## src/rtl/rr_port_arbiter.sv

```systemverilog
// Round-robin, packet-granular arbiter that shares one downstream
// valid/ready stream between NUM_REQ requesters. A grant lasts until the
// granted requester's last beat or until MAX_BURST beats have moved,
// whichever comes first. The winner then drops to lowest priority.
module rr_port_arbiter #(
    parameter int NUM_REQ   = 4,
    parameter int DATA_W    = 32,
    parameter int MAX_BURST = 8,
    localparam int SRC_W    = $clog2(NUM_REQ)
) (
    input  logic                      clk,
    input  logic                      rst_n,
    input  logic [NUM_REQ-1:0]        req_valid,
    input  logic [NUM_REQ-1:0]        req_last,
    input  logic [NUM_REQ*DATA_W-1:0] req_data,
    output logic [NUM_REQ-1:0]        req_ready,
    output logic                      out_valid,
    output logic [DATA_W-1:0]         out_data,
    output logic                      out_last,
    input  logic                      out_ready,
    output logic [SRC_W-1:0]          out_src,
    output logic                      busy
);

    // Beat index at which a grant is cut even without req_last.
    localparam logic [7:0] LAST_BEAT = 8'(MAX_BURST - 1);

    typedef enum logic [0:0] {
        IDLE  = 1'b0,
        GRANT = 1'b1
    } arbState;

    arbState          stateReg;
    logic [SRC_W-1:0] ptrReg;      // most recently served requester
    logic [SRC_W-1:0] grantReg;    // requester currently owning the channel
    logic [7:0]       beatCntReg;  // beats moved under the current grant

    logic [DATA_W-1:0] reqWord [NUM_REQ];
    logic [SRC_W-1:0]  pickIdx;
    logic [SRC_W-1:0]  cand;
    logic              beatXfer;

    // Slice the flat payload bus into one word per requester.
    generate
        for (genvar gi = 0; gi < NUM_REQ; gi++) begin : gSlice
            assign reqWord[gi] = req_data[gi*DATA_W +: DATA_W];
        end
    endgenerate

    // Round-robin pick: scan ptr+NUM_REQ down to ptr+1 so the candidate
    // closest after ptr is written last and therefore wins.
    always_comb begin
        pickIdx = '0;
        cand    = '0;
        for (int off = NUM_REQ; off >= 1; off--) begin
            cand = SRC_W'((int'(ptrReg) + off) % NUM_REQ);
            if (req_valid[cand]) begin
                pickIdx = cand;
            end
        end
    end

    // Pass-through of the granted requester; everything is quiet in IDLE.
    always_comb begin
        out_valid = 1'b0;
        out_data  = '0;
        out_last  = 1'b0;
        out_src   = '0;
        busy      = 1'b0;
        req_ready = '0;
        if (stateReg == GRANT) begin
            out_valid           = req_valid[grantReg];
            out_data            = reqWord[grantReg];
            out_last            = req_valid[grantReg] &&
                                  (req_last[grantReg] || beatCntReg == LAST_BEAT);
            out_src             = grantReg;
            busy                = 1'b1;
            req_ready[grantReg] = out_ready;
        end
    end

    assign beatXfer = out_valid && out_ready;

    // Arbitration state: latch a winner in IDLE, count beats in GRANT and
    // release on the final (or burst-cut) handshake.
    always_ff @(posedge clk or negedge rst_n) begin
        if (!rst_n) begin
            stateReg   <= IDLE;
            ptrReg     <= SRC_W'(NUM_REQ - 1);
            grantReg   <= '0;
            beatCntReg <= '0;
        end else begin
            case (stateReg)
                IDLE: begin
                    if (|req_valid) begin
                        grantReg   <= pickIdx;
                        beatCntReg <= '0;
                        stateReg   <= GRANT;
                    end
                end
                GRANT: begin
                    if (beatXfer) begin
                        beatCntReg <= beatCntReg + 8'd1;
                        if (out_last) begin
                            stateReg <= IDLE;
                            ptrReg   <= grantReg;
                        end
                    end
                end
                default: stateReg <= IDLE;
            endcase
        end
    end

endmodule

```

## config.mk

```make
export PLATFORM = sky130hd
export DESIGN_NAME = rr_port_arbiter
export DESIGN_NICKNAME = d
export VERILOG_FILES = /design/src/rtl/rr_port_arbiter.sv
export SDC_FILE = /design/constraint.sdc
export NUM_CORES = 1
export LEC_CHECK = 0
export CAP_MARGIN = 30
export CORE_MARGIN = 3
export CORE_UTILIZATION = 30
export CTS_CLUSTER_SIZE = 12
export DETAILED_ROUTE_END_ITERATION = 10
export PLACE_DENSITY = 0.91
export SLEW_MARGIN = 30
export SYNTH_ARGS = -nofsm -noshare
export SYNTH_HDL_FRONTEND = slang
export SYNTH_SLANG_ARGS = --single-unit
export TNS_END_PERCENT = 5
```

## constraint.sdc

```tcl
create_clock -name clk -period 2.2 [get_ports clk]
set_input_delay 0.44 -clock clk [delete_from_list [all_inputs] [get_ports clk]]
set_output_delay 0.44 -clock clk [all_outputs]
set_load 0.005 [all_outputs]
```

==> flow_metrics.env <==
export IMPL_pre_cts_ws_ns=-0.363
export IMPL_antenna_cells=0
export IMPL_cp_max_fo=7
export IMPL_start_util_pct=31.9
export IMPL_finalHoldViolations=0
export IMPL_ir_drop_mv=0.722
export IMPL_tns_ns=-0.562
export IMPL_fmax_mhz=441
export IMPL_fin_crit_sh_pct=103
export IMPL_syn_area_mm2=0.00180
export IMPL_die_x_um=83.4
export IMPL_drive_gt1_share_pct=35.6
export IMPL_synth_top_flop_cell="dfrtp_1"
export IMPL_path_buf_inv=4
export IMPL_required_ns=1.76
export IMPL_setup_viol=15
export IMPL_num_vias=2224
export IMPL_holdBufCountCts=0
export IMPL_grt_pass1_vias=2392
export IMPL_ctsLongestPathBuffers=2
export IMPL_synth_compound_area_share_pct=7.16
export IMPL_cp_depth=6
export IMPL_synth_adder_area_share_pct=0.695
export IMPL_ys_types=38
export IMPL_io_buffers=179
export IMPL_ioPinCount=180
export IMPL_track_usage_pct=22.9
export IMPL_cp_start_kind="flop"
export IMPL_hold_path_class="reg -> reg"
export IMPL_criticalPathCategory="reg -> out"
export IMPL_status="finished, violations left"
export IMPL_root_buffer="clkbuf_8"
export IMPL_worst_pin_slew_ns=0.585
export IMPL_synth_top_family_by_area="multiplexers"
export IMPL_fin_skew_ns=0.00317
export IMPL_async_flop_share_pct=100
export IMPL_fin_nets=498
export IMPL_yosys_area_share_simple_pct=22.8
export IMPL_cp_end_kind="output port"
export IMPL_routed_via_density=5.18
export IMPL_final_common_cell="clkdlybuf4s50_1"
export IMPL_muxShareOfSynthArea_pct=45.3
export IMPL_rows=27
export IMPL_post_route_drc_count=0
export IMPL_synth_edff_count=0
export IMPL_final_cells=429
export IMPL_p_leak_uw=0.00169
export IMPL_antenna_found_initial=0
export IMPL_period_minus_slack_ns=2.27
export IMPL_syn_nets=299
export IMPL_path_cells="buf_12, buf_12, buf_4, mux4_2, and2_4, buf_2"
export IMPL_finalPower_uw=3780
export IMPL_yosysSeqAreaShare_pct=18.2
export IMPL_powerDensity_mw_per_mm2=953
export IMPL_gp_congestion=0.879
export IMPL_postRouteWirelength_um=8120
export IMPL_postRouteAntennaNets=0
export IMPL_worstSkewPairLatency_ns=0.24
export IMPL_violations="setup timing"
export IMPL_worst_path_largest_cell_delay_ns=0.48
export IMPL_areaGrowthSynthToFinish_pct=120
export IMPL_slowest_stage="mux4_2"
export IMPL_drtIter0Drc=37
export IMPL_relSlewSlack_pct=60.9
export IMPL_clock_sinks=13
export IMPL_crit_path_frequent_cell="buf_12"
export IMPL_die_h_um=83.4
export IMPL_r2r_cells=8
export IMPL_cp_arrival_ns=1.83
export IMPL_dieArea_mm2=0.00696
export IMPL_drv_cap=0
export IMPL_crit_family="buffers and inverters"
export IMPL_hold_depth=1
export IMPL_avgSynthCellArea_um2=11.3
export IMPL_setup_ws_ns=-0.0655
export IMPL_grt_pass1_wl_um=12800
export IMPL_yosys_warnings=0
export IMPL_cts_made_buffers=3
export IMPL_synth_seq_cells=13
export IMPL_final_core_utilization_pct=70.2
export IMPL_grt_overflow_total=0
export IMPL_drt_first_pass_iters=5
export IMPL_dp_hpwl_um=6630
export IMPL_fillCellCount=417
export IMPL_grt_max_degree=24
export IMPL_h_tree_depth=1
export IMPL_synth_xor_area_share_pct=0.974
export IMPL_placed_cells=410
export IMPL_slew_violations=0
export IMPL_cts_tree="done"
export IMPL_clk_pin_slew_ns=0.05
export IMPL_postSynthCellCount=159
export IMPL_rsz0062_at_grt="true"
export IMPL_wl_per_cell_um=18.9
export IMPL_core_area_mm2=0.00564
export IMPL_final_cell_mix="clkdlybuf4s50_1 (139), mux4_2 (34), and2_1 (19)"
==> cells in the mapped netlist (2+ instances only) <==
cell type  number  area, um2
buf_2           3       15.0
nand4_1         2       12.5
clkbuf_1        8       30.0
a21oi_1         4       20.0
mux2_4          2       30.0
o31ai_1         2       15.0
buf_6           2       22.5
mux4_2         34        766
and3_1          4       25.0
inv_1           2       7.51
o21ai_0         4       20.0
xor2_1          2       17.5
dfrtp_1        11        275
nand2_1         7       26.3
dfstp_2         2       52.6
and2_1         37        231
mux2i_1         2       20.0
nor2_1          9       33.8
nand3_1         3       15.0
==> final cells by class <==
cell class / instances / area [um2] / area share (%)
Clock buffer: 4 / 45.0 / 1.14
Inverter: 2 / 7.51 / 0.190
Multi-Input combinational cell: 129 / 1430 / 36.1
Sequential cell: 13 / 329 / 8.31
Tap cell: 72 / 90.1 / 2.27
Timing Repair Buffer: 209 / 2060 / 52.0
==> flip-flops by register name (all words and copies together) (netlist names) <==
register / count
stateReg: 1
beatCntReg: 8
grantReg: 2
ptrReg: 2
==> timing repair <==
item                       CTS  global route
gates cloned                 3             0
setup endpoints to repair   38            36
setup buffers               12             0
pin swaps                   22             2
resized for setup          140            29
==> kinds of logic after synthesis <==
group	count (synthesis)
fa+ha+maj	1
simple gates	70
xor+xnor	2
flops	13
buf+inv	17
mux	38
compound gates	18
==> power breakdown <==
| group | total, uW | switching (uW) | internal, uW |
|---|---|---|---|
| registers | 411 | 94.8 | 316 |
| logic | 3160 | 1100 | 2060 |
| clock network | 206 | 78.4 | 127 |
==> layer usage <==
| metal | vias up | global-route usage (%) | part of all wire (%) |
|---|---|---|---|
| met1 | 1043 | 25.6 | 35 |
| met3 | 26 | 5.85 | 8.4 |
| li1 | 1010 | - | - |
| met4 | 0 | 7.60 | 3.6 |
| met5 | - | 0 | 0 |
| met2 | 145 | 42.1 | 53 |
==> final timing paths <==
check,from,endpoint,slack (ns)
worst min-delay path,beatCntReg[0],beatCntReg[0],0.50
worst max register to register,grantReg[0],ptrReg[0],0.18
worst max-delay path,grantReg[0],out_data[11],-0.07
max in group asynchronous,rst_n,grantReg[0],1.21
min in group asynchronous,rst_n,beatCntReg[3],0.58
worst min register to register,beatCntReg[0],beatCntReg[0],0.50
==> through the flow <==
step / cell area [um2] / hold slack (ns)
CTS: 3940 / 0.507
finish: 3960 / 0.502
global placement: 3740 / 0.483
global route: 3960 / 0.547
detailed placement: 3740 / 0.496
floorplan: 1800 / 0.144
(Power assumes the default switching activity.)
